`config.mk`:
```
export PLATFORM = sky130hd
export DESIGN_NAME = mem_access_stage
export DESIGN_NICKNAME = d
export VERILOG_FILES = /design/src/rtl/mem_access_stage.sv
export SDC_FILE = /design/constraint.sdc
export NUM_CORES = 1
export LEC_CHECK = 0
export ABC_AREA = 1
export BUFFER_PORTS_ARGS = -buffer_cell sky130_fd_sc_hd__clkbuf_2
export CORE_AREA = 2 2 257 259
export CTS_BUF_LIST = sky130_fd_sc_hd__clkbuf_2
export DETAILED_ROUTE_END_ITERATION = 8
export DIE_AREA = 0 0 259 261
export HOLD_SLACK_MARGIN = 0.12
export PLACE_DENSITY_LB_ADDON = 0.3
export SLEW_MARGIN = 10
export SYNTH_ARGS = -nofsm -noshare
export SYNTH_HDL_FRONTEND = slang
export SYNTH_SLANG_ARGS = --single-unit
```
`constraint.sdc`:
```
create_clock -name clock -period 1.8 [get_ports clock]
set_clock_uncertainty 0.2 [all_clocks]
set_input_delay 0.27 -clock clock [delete_from_list [all_inputs] [get_ports clock]]
set_output_delay 0.27 -clock clock [all_outputs]
set_load 0.005 [all_outputs]
```
`src/rtl/mem_access_stage.sv`:
```
// mem_access_stage: LEGv8 MEM stage with a req/ready data-memory handshake, branch resolve and MEM/WB register.
// Define MEM_TIMEOUT_EN to abort WAIT after TIMEOUT cycles and raise the sticky timeout_err flag.
module mem_access_stage #(
  parameter int DATA_W  = 64,
  parameter int TIMEOUT = 16
) (
  input  logic              clock,
  input  logic              reset,
  input  logic [DATA_W-1:0] add_result,
  input  logic [DATA_W-1:0] alu_result,
  input  logic              zero,
  input  logic [DATA_W-1:0] read2,
  input  logic [4:0]        write_reg,
  input  logic              branch,
  input  logic              uncBranch,
  input  logic              memread,
  input  logic              memwrite,
  input  logic              regWrite,
  input  logic              memtoReg,
  input  logic [31:0]       instruction,
  output logic              dmem_req,
  output logic              dmem_we,
  output logic [DATA_W-1:0] dmem_addr,
  output logic [DATA_W-1:0] dmem_wdata,
  input  logic              dmem_ready,
  input  logic [DATA_W-1:0] dmem_rdata,
  output logic              stall,
  output logic              pc_src,
  output logic [DATA_W-1:0] branch_target,
  output logic [DATA_W-1:0] Read_data,
  output logic [DATA_W-1:0] Alu_result_wb,
  output logic [4:0]        Write_reg_wb,
  output logic              RegWrite_wb,
  output logic              MemtoReg_wb,
  output logic [31:0]       Instruction_mem_wb,
  output logic              timeout_err
);
  localparam logic [0:0] IDLE = 1'b0;
  localparam logic [0:0] WAIT = 1'b1;
  logic [0:0]        state_q, state_d;
  logic [DATA_W-1:0] addr_q, wdata_q;
  logic              we_q, rw_q, mtr_q;
  logic [4:0]        wr_q;
  logic [31:0]       ins_q;
  logic              waiting, access, abort, done, latch;
  assign waiting       = state_q == WAIT;
  assign access        = memread | memwrite;
  assign dmem_req      = ~reset & ~abort & (waiting | access);
  assign dmem_we       = waiting ? we_q : memwrite;
  assign dmem_addr     = waiting ? addr_q : alu_result;
  assign dmem_wdata    = waiting ? wdata_q : read2;
  assign done          = dmem_req & dmem_ready;
  assign stall         = dmem_req & ~dmem_ready;
  assign latch         = stall & ~waiting;
  assign state_d       = stall ? WAIT : IDLE;
  assign pc_src        = ~reset & ~stall & ((branch & zero) | uncBranch);
  assign branch_target = add_result;
`ifdef MEM_TIMEOUT_EN
  localparam int             CW   = $clog2(TIMEOUT + 1);
  localparam logic [CW-1:0]  TMAX = CW'(TIMEOUT);
  logic [CW-1:0] cnt_q;
  logic          terr_q;
  // cnt_q holds the index of the current WAIT cycle, starting at 1
  assign abort       = waiting & (cnt_q == TMAX) & ~dmem_ready;
  assign timeout_err = terr_q;
  always_ff @(posedge clock) begin
    if (reset) begin
      cnt_q  <= '0;
      terr_q <= 1'b0;
    end else begin
      cnt_q  <= latch ? CW'(1) : (waiting ? cnt_q + CW'(1) : cnt_q);
      terr_q <= terr_q | abort;
    end
  end
`else
  assign abort       = 1'b0;
  assign timeout_err = 1'b0 & (TIMEOUT > 0);
`endif
  always_ff @(posedge clock) begin
    if (reset) begin
      state_q            <= IDLE;
      addr_q             <= '0;
      wdata_q            <= '0;
      we_q               <= 1'b0;
      rw_q               <= 1'b0;
      mtr_q              <= 1'b0;
      wr_q               <= '0;
      ins_q              <= '0;
      Read_data          <= '0;
      Alu_result_wb      <= '0;
      Write_reg_wb       <= '0;
      RegWrite_wb        <= 1'b0;
      MemtoReg_wb        <= 1'b0;
      Instruction_mem_wb <= '0;
    end else begin
      state_q <= state_d;
      if (latch) begin
        addr_q  <= alu_result;
        wdata_q <= read2;
        we_q    <= memwrite;
        rw_q    <= regWrite;
        mtr_q   <= memtoReg;
        wr_q    <= write_reg;
        ins_q   <= instruction;
      end
      // Bubble on stall or abort; data fields keep their previous value
      if (stall | abort) begin
        Write_reg_wb       <= '0;
        RegWrite_wb        <= 1'b0;
        MemtoReg_wb        <= 1'b0;
        Instruction_mem_wb <= '0;
      end else begin
        Read_data          <= (done & ~dmem_we) ? dmem_rdata : '0;
        Alu_result_wb      <= dmem_addr;
        Write_reg_wb       <= waiting ? wr_q : write_reg;
        RegWrite_wb        <= waiting ? rw_q : regWrite;
        MemtoReg_wb        <= waiting ? mtr_q : memtoReg;
        Instruction_mem_wb <= waiting ? ins_q : instruction;
      end
    end
  end
endmodule
```
; Word-level counts from Yosys, hierarchy flattened
; Index checks and enable logic that the tools add are counted.
[classes]
reduce_logical = 1
muxes = 9
n_bitwise = 16
[ops]
columns = operator, count
row1 = $mux 64, 3
row2 = $mux 32, 1
row3 = $and 1x1->1, 8
row4 = $mux 5, 1
row5 = $not 1->1, 5
row6 = $mux 1, 4
row7 = $or 1x1->1, 3
row8 = $reduce_or 2->1, 1
[totals]
elab_cells = 40
regBits = 336
output_inout_bits = 364
inputBits = 303

; Depth between registers and ports, before layout
; Gate-level depths: netlist of run 1.
[depth]
depth_word = 7
depth_mapped = 9
depth_no_buf = 7

; Worst setup path before layout of run 1
; OpenSTA, ideal clock, no wires.
[synth_path]
kind = register to output
from = reg state_q
to = out dmem_wdata[0]
path_buffers = 4
required_ns = 1.330
t_arrival_ns = 1.144
path_stages_with_launch = 7
setup_slack_ns = 0.186
cell_sequence = dfxtp_1 buf_2 inv_2 buf_4 buf_2 buf_2 o21ai_0
[synth_between]
elab_chain_cells = 1
[synth_lines]
columns = element, line_no
row1 = "start, declared", 40  ; logic [0:0] state_q, state_d;
row2 = "start signal, assigned", 96  ; state_q <= state_d;
row3 = $mux 64, 51  ; assign dmem_wdata = waiting ? wdata_q : read2;
row4 = "end, declared", 24  ; output logic [DATA_W-1:0] dmem_wdata,
; Every way passes these cells.

; Final worst setup path of run 1
[layout_path]
from = in reset
to = out stall
[layout_between]
elab_chain_cells = 3
[layout_lines]
columns = element, line_no
row1 = "start, declared", 8  ; input logic reset,
row2 = $not 1->1, 48  ; assign dmem_req = ~reset & ~abort & (waiting | access);
row3 = $and 1x1->1, 48
row4 = $and 1x1->1, 53  ; assign stall = dmem_req & ~dmem_ready;
row5 = "end, declared", 27  ; output logic stall,
; Every way passes these cells.

==> results of run 1 <==
## where the power goes
group	switching (mW)	internal, mW	total, mW
combinational	2.07	2.45	4.52
sequential	0.212	7.95	8.16
clock	3.49	2.02	5.50
## per-stage QoR
step / utilization [%] / total power [mW]
after floorplan: - / 9.80
final: 41.8 / 18.2
after detailed placement: 28.6 / 11.1
after CTS: 38.3 / 17.7
after global routing: 41.8 / 19.4
after global placement: 28.6 / 11.1
## registers in the layout (all words and copies together) (netlist names), 5 cells and up
signal and count:
wdata_q 64, Alu_result_wb 64, ins_q 32, Read_data 64
addr_q 64, wr_q 5, Write_reg_wb 5, Instruction_mem_wb 32
## cell families (layout without fill, tap and decap cells)
| family | after synthesis | count (layout) | share of synthesized area, % |
|---|---|---|---|
| buffers and inverters | 540 | 1702 | 16.6 |
| AND/OR/NAND/NOR | 937 | 937 | 24.2 |
| AO/OA/AOI/OAI | 337 | 337 | 14.1 |
| flip-flops | 336 | 336 | 45.1 |
| other | 1 | 8 | 0.0251 |
## what timing repair did
action / CTS / global route
endpoints found under the setup margin: 309 / 579
pin swaps: 2 / 7
gates resized for setup: 161 / 628
endpoints found under the hold margin: 336 / 0
hold buffers: 506 / 0
cloned: 0 / 21
buffers inserted: 18 / 20
## cell usage in the layout (no fill, tap or decap)
| master | count |
|---|---|
| nand2_1 | 652 |
| clkbuf_2 | 512 |
| dlygate4sd3_1 | 506 |
| inv_1 | 340 |
| dfxtp_1 | 180 |
| o21bai_1 | 167 |
| nor2_1 | 167 |
| dfxtp_2 | 154 |
| buf_6 | 125 |
| buf_4 | 75 |
| nand3_1 | 64 |
| o21ai_2 | 57 |
| buf_2 | 57 |
| a21oi_1 | 40 |
| o21ai_4 | 38 |
| nand2_2 | 34 |
| o21ai_1 | 31 |
| buf_12 | 27 |
| clkbuf_16 | 16 |
| nand2_4 | 15 |
| clkinv_1 | 14 |
| buf_8 | 10 |
| diode_2 | 7 |
| buf_16 | 7 |
| inv_2 | 4 |
| o21ai_0 | 3 |
| clkinvlp_4 | 3 |
| dfxtp_4 | 2 |
| nor2_4 | 2 |
| clkinv_4 | 2 |
| nand3_4 | 1 |
| inv_4 | 1 |
| clkinv_8 | 1 |
| nor2_2 | 1 |
| nand4_1 | 1 |
| a31oi_1 | 1 |
| conb_1 | 1 |
| clkinv_2 | 1 |
| clkbuf_8 | 1 |
## path summary, 6_finish.rpt
check                     startpoint                    endpoint  slack, ps
hold reg to reg    rw_q$_SDFFE_PP0P_      RegWrite_wb$_SDFF_PP0_        240
hold / removal     rw_q$_SDFFE_PP0P_      RegWrite_wb$_SDFF_PP0_        240
setup reg to reg  state_q$_SDFF_PP0_  Read_data[37]$_SDFFE_PP0N_       -120
setup / recovery               reset                       stall       -980
## worst max-delay path, delay by kind of cell
family	cells	cell delay, ps
AND/OR/NAND/NOR	1	160
buffers and inverters	7	1870
## metal layers
metal  share of wire (%)  wire, um  vias to the layer above  global-route usage [%]
met1                  41     24300                     7787                    17.8
met4                 4.1      2420                        2                    7.31
li1                    -         -                     8667                       -
met2                  48     28800                      575                    25.6
met5               0.023        14                        -                       0
met3                 6.9      4120                      179                    4.92
## final cells by class
cell class              count  share of cell area [%]
repair buffers           1200                    38.6
inverters                 345                    4.82
multi-input cells        1275                    24.2
clock buffers             136                    2.50
diodes                      7                  0.0644
clock inverters            21                   0.373
flip-flops and latches    336                    25.5
well taps                 864                    3.97
## Yosys cell counts
master    instances
buf_2            64
nand3_2           1
buf_1             4
a31oi_1           1
nand3_1          64
nand4_1           1
dfxtp_1         336
buf_6            12
nand2_1         701
o21ai_0         119
clkbuf_1         42
conb_1            1
o21ai_1          10
buf_4            73
nor2_4            1
o21bai_1        167
nor2_1          169
a21oi_1          40
inv_2             3
inv_1           342
==> results.toml, run 1 <==
[setup_path]
r2r_cells = 10
critPathKind = "primary input to output port"
required_ps = 1330
critPathMostFrequentCell = "dlygate4sd3_1"
cp.arrival_ps = 2310
path_max_fanout = 4
end_kind = "output port"
cpPeakStageDelay_ps = 740
critPathSlowestCell = "dlygate4sd3_1"
start_kind = "primary input"
path_cells = "buf_4 > dlygate4sd3_1 > inv_2 > dlygate4sd3_1 > nand3_4 > inv_4 > buf_12 > clkbuf_2"

[worst_hold_path]
hold_depth = 2
hold_path_class = "flip-flop to flip-flop"

[synth]
synthDistinctLibCells = 20
syn-num-nets = 2454
syn_avg_cell_area_um2 = 6.94
ys_ff_latch = 336
synthTopCellsByArea = "dfxtp_1, nand2_1, inv_1"
syn_area_um2 = 14900
ys_seq_area_share_pct = 45.1
yosys.area.top_type_share_pct = 45.1
syn_inst = 2151
yosys.area.top_type = "dfxtp_1"
synth-warning-count = 0

[placement]
place.gp.congestion = 0.789
place_ws_ps = 1.92
placed_area_um2 = 18600
hpwl_mm = 34.4
portBuffers = 537
numPlacedInstances = 3459

[cts]
cts_buffers = 96
clk_path_buf_depth = 3
htree_levels = 3
cts.clk_slew.worst_paths_ps = 100
tritoncts = "done"
clockRootBuffer = "clkbuf_2"
cts.sinks = 336
worstSkewPairLatency_ps = 1050

[die]
core-area_um2 = 65000
die_area_um2 = 67600
fp.dieH_um = 261
initial_utilization_pct = 22.9
die_x_um = 259
io_pins = 667
rows = 94

[pwr]
p_leak_nw = 13.6
power_density_nw_per_um2 = 669
irDropWorstVdd_mv = 0.348

[run_status]
status = "complete, but fails checks"
violations = "setup timing"

[cells_and_area]
multi_input_area_um2 = 6580
layout-drive-gt1-share_pct = 34.6
fill_cells = 6362
regArea_um2 = 6930
area_growth_pct = 82.3
fin_cells = 4184
design_area_um2 = 27200
nets = 3557

[route]
final_antenna_net_count = 0
vias = 17200
viasPerCell = 4.11
drt-wirelength-per-cell_um = 14.3
drc = 0
dr.pass1.iters = 6
drtIter0Drc = 750
wl_mm = 59.7

[timing]
rsz0062_at_grt = "yes"
finalSetupTns_ps = -142340
layout_setup_ws_ps = -985
hold_ws_ps = 235
setup_viol = 535
slew_viol_final = 0
worst_slew_pin_slew_ps = 977
relSlewSlack_pct = 34.8
finalCriticalPeriod_ps = 2780
max_clock_freq_mhz = 359
final_hold_viol_count = 0
final.period_utilization_pct = 155

[grt]
grt.total_usage_pct = 15.3
grt_start_max_net_pins = 169
grt_pass1_vias = 16300
grt_pass1_wl_mm = 84.0
antenna_found_initial = 4
grt_overflow = 0

[run]
drv_cap = 0
Note: power is estimated with default switching activity, not from simulation.
==> run 2: changes to the inputs <==
==> constraint.sdc (replaced) <==
create_clock -name clock -period 1.8 [get_ports clock]
set_clock_uncertainty 0.2 [all_clocks]
set_input_delay 0.36 -clock clock [delete_from_list [all_inputs] [get_ports clock]]
set_output_delay 0.36 -clock clock [all_outputs]
set_load 0.005 [all_outputs]
==> run 2 against run 1 <==
Net effect:
- the flow finishes with violations (hold timing, setup timing)
- setup slack lost 35 ps
- first-iteration DRC count decreased by 3.9%
- flip-flop and latch count stayed put
- fmax is 1.3% lower
- count of clock-buffer cells in the layout grew 19
- power up 4.6%
- final area rose by 2.4%
- combinational power rose by 5.1%
- sequential share of layout area down 0.57 points
- die area is the same
- critical path depth fell by 1
- via count up 1.2%
- critical path type is now flip-flop to output port
- critical endpoint is now dmem_wdata[39]
- largest cell class unchanged
==> results.toml, run 2 (synthesis results as in run 1) <==
[timing]
rsz0062_at_grt = "yes"
finalSetupTns_ps = -243280
max_clock_freq_mhz = 355
finalCriticalPeriod_ps = 2820
hold_ws_ps = -197
final.period_utilization_pct = 157
slew_viol_final = 0
layout_setup_ws_ps = -1020
final_hold_viol_count = 20
setup_viol = 583

[route]
viasPerCell = 4.13
drc = 0
vias = 17400
final_antenna_net_count = 0
drt-wirelength-per-cell_um = 15.5
drtIter0Drc = 721
dr.pass1.iters = 5
wl_mm = 65.5

[pwr]
irDropWorstVdd_mv = 0.357
p_leak_nw = 14.1
power_density_nw_per_um2 = 683

[grt]
grt.total_usage_pct = 15.3
grt_overflow = 0
grt_pass1_vias = 15900
antenna_found_initial = 6
grt_pass1_wl_mm = 82.8
grt_start_max_net_pins = 63

[placement]
place.gp.congestion = 0.780
portBuffers = 537
place_ws_ps = -35.1
hpwl_mm = 34.2

[cts]
cts.sinks = 336
worstSkewPairLatency_ps = 1110
htree_levels = 3
cts.clk_slew.worst_paths_ps = 100
clockRootBuffer = "clkbuf_2"
clk_path_buf_depth = 3
tritoncts = "done"
cts_buffers = 97
hold_buffers = 467

[setup_path]
required_ps = 1240
path_cells = "buf_8 > clkinv_8 > buf_16 > clkbuf_16 > nand2_1 > o21ai_1 > clkbuf_2"
critPathSlowestCell = "dfxtp_4"
end_kind = "output port"
timing.rr.start = "state_q$_SDFF_PP0_"
start_kind = "flip-flop"
cp.arrival_ps = 2260
cpPeakStageDelay_ps = 380
critPathKind = "flip-flop to output port"
crit_path_start = "state_q$_SDFF_PP0_"
r2r_cells = 10
path_max_fanout = 9

[die]
die_area_um2 = 67600
initial_utilization_pct = 22.9
core-area_um2 = 65000
fp.dieH_um = 261
die_x_um = 259
io_pins = 667
rows = 94

[run_status]
status = "complete, but fails checks"
violations = "hold timing, setup timing"

[worst_hold_path]
hold_depth = 7
min_from = "memwrite"
hold_path_class = "primary input to flip-flop"

[run]
drv_cap = 0

[cells_and_area]
layout-drive-gt1-share_pct = 37.1
most-common-layout-cells = "nand2_1, clkbuf_2, dlygate4sd3_1"
final_common_cell = "nand2_1"
nets = 3568
area_growth_pct = 86.6
-- run 2: what timing repair did --
item / 4_1_cts / 5_1_grt
cloned: 4 / 52
buffers inserted: 7 / 36
hold endpoints to repair: 336 / 154
pin swaps: 1 / 15
endpoints found under the setup margin: 300 / 473
resized for setup: 168 / 613
-- run 2: worst paths after layout --
kind | slack [ps] | endpoint
max | -1020 | dmem_wdata[39]
min | -200 | we_q$_SDFFE_PP0P_
max reg2reg | -430 | addr_q[28]$_SDFFE_PP0P_
min reg2reg | 240 | Instruction_mem_wb[30]$_SDFF_PP0_
-- run 2: layout make-up --
cell class                      instances  area [um^2]
Clock buffer                          155          776
Multi-Input combinational cell       1275         6570
Sequential cell                       336         6930
Timing Repair Buffer                 1207        10900
Inverter                              345         1330
Clock inverter                         26          149
Antenna cell                            8         20.0
Tap cell                              864         1080
Fill cell                            6362        37200
Timing Repair inverter                  3         47.5
-- run 2: layer usage --
| metal | vias to the layer above | part of all wire (%) | GRT usage [%] |
|---|---|---|---|
| li1 | 8736 | - | - |
| met1 | 7868 | 39 | 17.3 |
| met2 | 635 | 50 | 26.2 |
| met3 | 182 | 6.9 | 4.81 |
| met4 | 2 | 3.7 | 7.11 |
| met5 | - | 0.018 | 0 |
-- run 2: worst max-delay path, delay by kind of cell (launching register included) --
| family | cells | cell delay [ps] |
|---|---|---|
| AND/OR/NAND/NOR | 1 | 70 |
| buffers and inverters | 5 | 700 |
| AO/OA/AOI/OAI | 1 | 70 |
| flip-flops | 1 | 380 |
-- run 2: through the flow --
stage | total power [mW] | cell area [um^2] | std cells | utilization [%]
3_5_place_dp | 11.1 | 18700 | 3467 | 28.8
6_report | 19.0 | 27800 | 4219 | 42.8
2_1_floorplan | 9.80 | 14900 | 2151 | -
4_1_cts | 18.4 | 24800 | 4126 | 38.1
3_3_place_gp | 11.1 | 18700 | 3467 | 28.8
5_1_grt | 20.2 | 27800 | 4218 | 42.8
-- run 2: where the power goes --
part | switching (mW) | internal [mW] | leakage, nW
logic | 2.18 | 2.58 | 10.5
registers | 0.212 | 7.95 | 2.82
clock network | 3.67 | 2.44 | 0.714
==> run 3: changes to the inputs <==
--- a/config.mk
+++ b/config.mk
@@ -7,10 +7,12 @@
 export LEC_CHECK = 0
 export ABC_AREA = 1
 export BUFFER_PORTS_ARGS = -buffer_cell sky130_fd_sc_hd__clkbuf_2
-export CORE_AREA = 2 2 257 259
+export CELL_PAD_IN_SITES_DETAIL_PLACEMENT = 1
+export CELL_PAD_IN_SITES_GLOBAL_PLACEMENT = 2
+export CORE_AREA = 2 2 263 265
 export CTS_BUF_LIST = sky130_fd_sc_hd__clkbuf_2
 export DETAILED_ROUTE_END_ITERATION = 8
-export DIE_AREA = 0 0 259 261
+export DIE_AREA = 0 0 265 267
 export HOLD_SLACK_MARGIN = 0.12
 export PLACE_DENSITY_LB_ADDON = 0.3
 export SLEW_MARGIN = 10
==> run 3 against run 2 <==
Net effect:
- critical path depth is 1 higher
- core utilization decreased by 4.2 points
- fmax shrank 0.26%
- die area up 4.7%
- non-clock buffer count shrank 37
- sequential power hardly changed
- largest cell class unchanged
- power shrank 3.0%
- cell count down 0.81%
- wire length increased by 4.2%
- the run still ends with hold timing, setup timing left
==> results.toml, run 3 (synthesis results as in run 1) <==
[cells_and_area]
final_util_pct = 38.7
layout-drive-gt1-share_pct = 33.8
fin_cells = 4185
area_growth_pct = 76.2
multi_input_area_um2 = 6190
regArea_um2 = 6930
nets = 3534
final_common_cell = "nand2_1"
fill_cells = 8404
most-common-layout-cells = "nand2_1, clkbuf_2, dlygate4sd3_1"

[run_status]
violations = "hold timing, setup timing"
status = "complete, but fails checks"

[route]
drtIter0Drc = 484
viasPerCell = 4.21
drt-wirelength-per-cell_um = 16.3
highest_layer = "met5"
vias = 17600
wl_mm = 68.3
route.met3.wl_mm = 4.71
wl_met1_mm = 26.5
final_antenna_net_count = 0
routed-wl-met2_mm = 34.7
dr.pass1.iters = 4
drc = 0

[timing]
hold_ws_ps = -298
layout_setup_ws_ps = -1030
rsz0062_at_grt = "yes"
setup_viol = 468
finalCriticalPeriod_ps = 2830
final_hold_viol_count = 132
max_clock_freq_mhz = 354
relSlewSlack_pct = 66.4
worst_slew_pin_slew_ps = 504
slew_viol_final = 0
final.period_utilization_pct = 157

[setup_path]
path_cells = "buf_4 > dlygate4sd3_1 > dlygate4sd3_1 > inv_2 > nand3_4 > buf_6 > inv_8 > clkbuf_2"
critPathMostFrequentCell = "dlygate4sd3_1"
critPathSlowestCell = "dlygate4sd3_1"
cp.arrival_ps = 2270
cpPeakStageDelay_ps = 600
required_ps = 1240
r2r_cells = 12
critPathKind = "primary input to output port"
end_kind = "output port"
start_kind = "primary input"
path_max_fanout = 6

[pwr]
power_density_nw_per_um2 = 702
p_total_mw = 18.5
irDropWorstVdd_mv = 0.349
p_leak_nw = 13.4

[grt]
antenna_found_initial = 9
grt_pass1_vias = 19100
grt_pass1_wl_mm = 103
grt.total_usage_pct = 18.3
grt_overflow = 0
grt_start_max_net_pins = 73

[cts]
cts_buffers = 101
worstSkewPairLatency_ps = 1090
clockRootBuffer = "clkbuf_2"
tritoncts = "done"
cts.sinks = 336
clk_path_buf_depth = 3
hold_buffers = 470
htree_levels = 3
cts.clk_slew.worst_paths_ps = 70

[die]
die_area_um2 = 70800
rows = 96
initial_utilization_pct = 21.9
core-area_um2 = 68000
io_pins = 667
fp.dieH_um = 267
die_x_um = 265

[placement]
portBuffers = 537
hpwl_mm = 41.9
place.gp.congestion = 0.777
numPlacedInstances = 3489

[worst_hold_path]
hold_depth = 6
hold_path_class = "primary input to flip-flop"

[run]
drv_cap = 0
[run 3: worst paths after layout]
kind,startpoint,endpoint,slack [ps]
hold / removal,memwrite,we_q$_SDFFE_PP0P_,-300
hold reg to reg,ins_q[13]$_SDFFE_PP0P_,Instruction_mem_wb[13]$_SDFF_PP0_,210
setup reg to reg,state_q$_SDFF_PP0_,Read_data[19]$_SDFFE_PP0N_,-90
setup / recovery,reset,stall,-1030
[run 3: what timing repair did]
action | in CTS | in global routing
gates cloned | 6 | 7
hold endpoints to repair | 336 | 169
buffers inserted | 18 | 23
setup endpoints to repair | 301 | 545
resized for setup | 325 | 305
pin swaps | 2 | 3
[run 3: area by class of cell]
type | instances | share of cell area (%)
Multi-Input combinational cell | 1275 | 23.6
Tap cell | 882 | 4.20
Timing Repair Buffer | 1170 | 37.3
Timing Repair inverter | 2 | 0.190
Inverter | 345 | 5.00
Clock buffer | 145 | 2.76
Antenna cell | 4 | 0.0381
Clock inverter | 26 | 0.547
Sequential cell | 336 | 26.4
[run 3: worst max-delay path: cells and delay by family]
family / cells / cell delay, ps
buffers and inverters: 7 / 1790
and+or+nand+nor: 1 / 110
[run 3: power breakdown]
part | internal (mW) | switching (mW)
clock network | 2.31 | 3.63
logic | 2.29 | 2.06
registers | 7.95 | 0.225
total | 12.6 | 5.91
[run 3: metal layers]
metal	vias up	track usage, %
met2	525	33.2
met1	8327	19.4
met5	-	0
met3	157	6.02
met4	10	7.36
li1	8614	-
[run 3: metrics by stage]
step                      setup TNS (ps)  area (um^2)  setup slack [ps]
after floorplan                        0        14900              95.7
after global placement              -386        18700              -131
after detailed placement            -690        18700              -153
after CTS                        -243580        25100             -1260
after global routing             -255310        26300             -1290
final                            -180000        26300             -1030
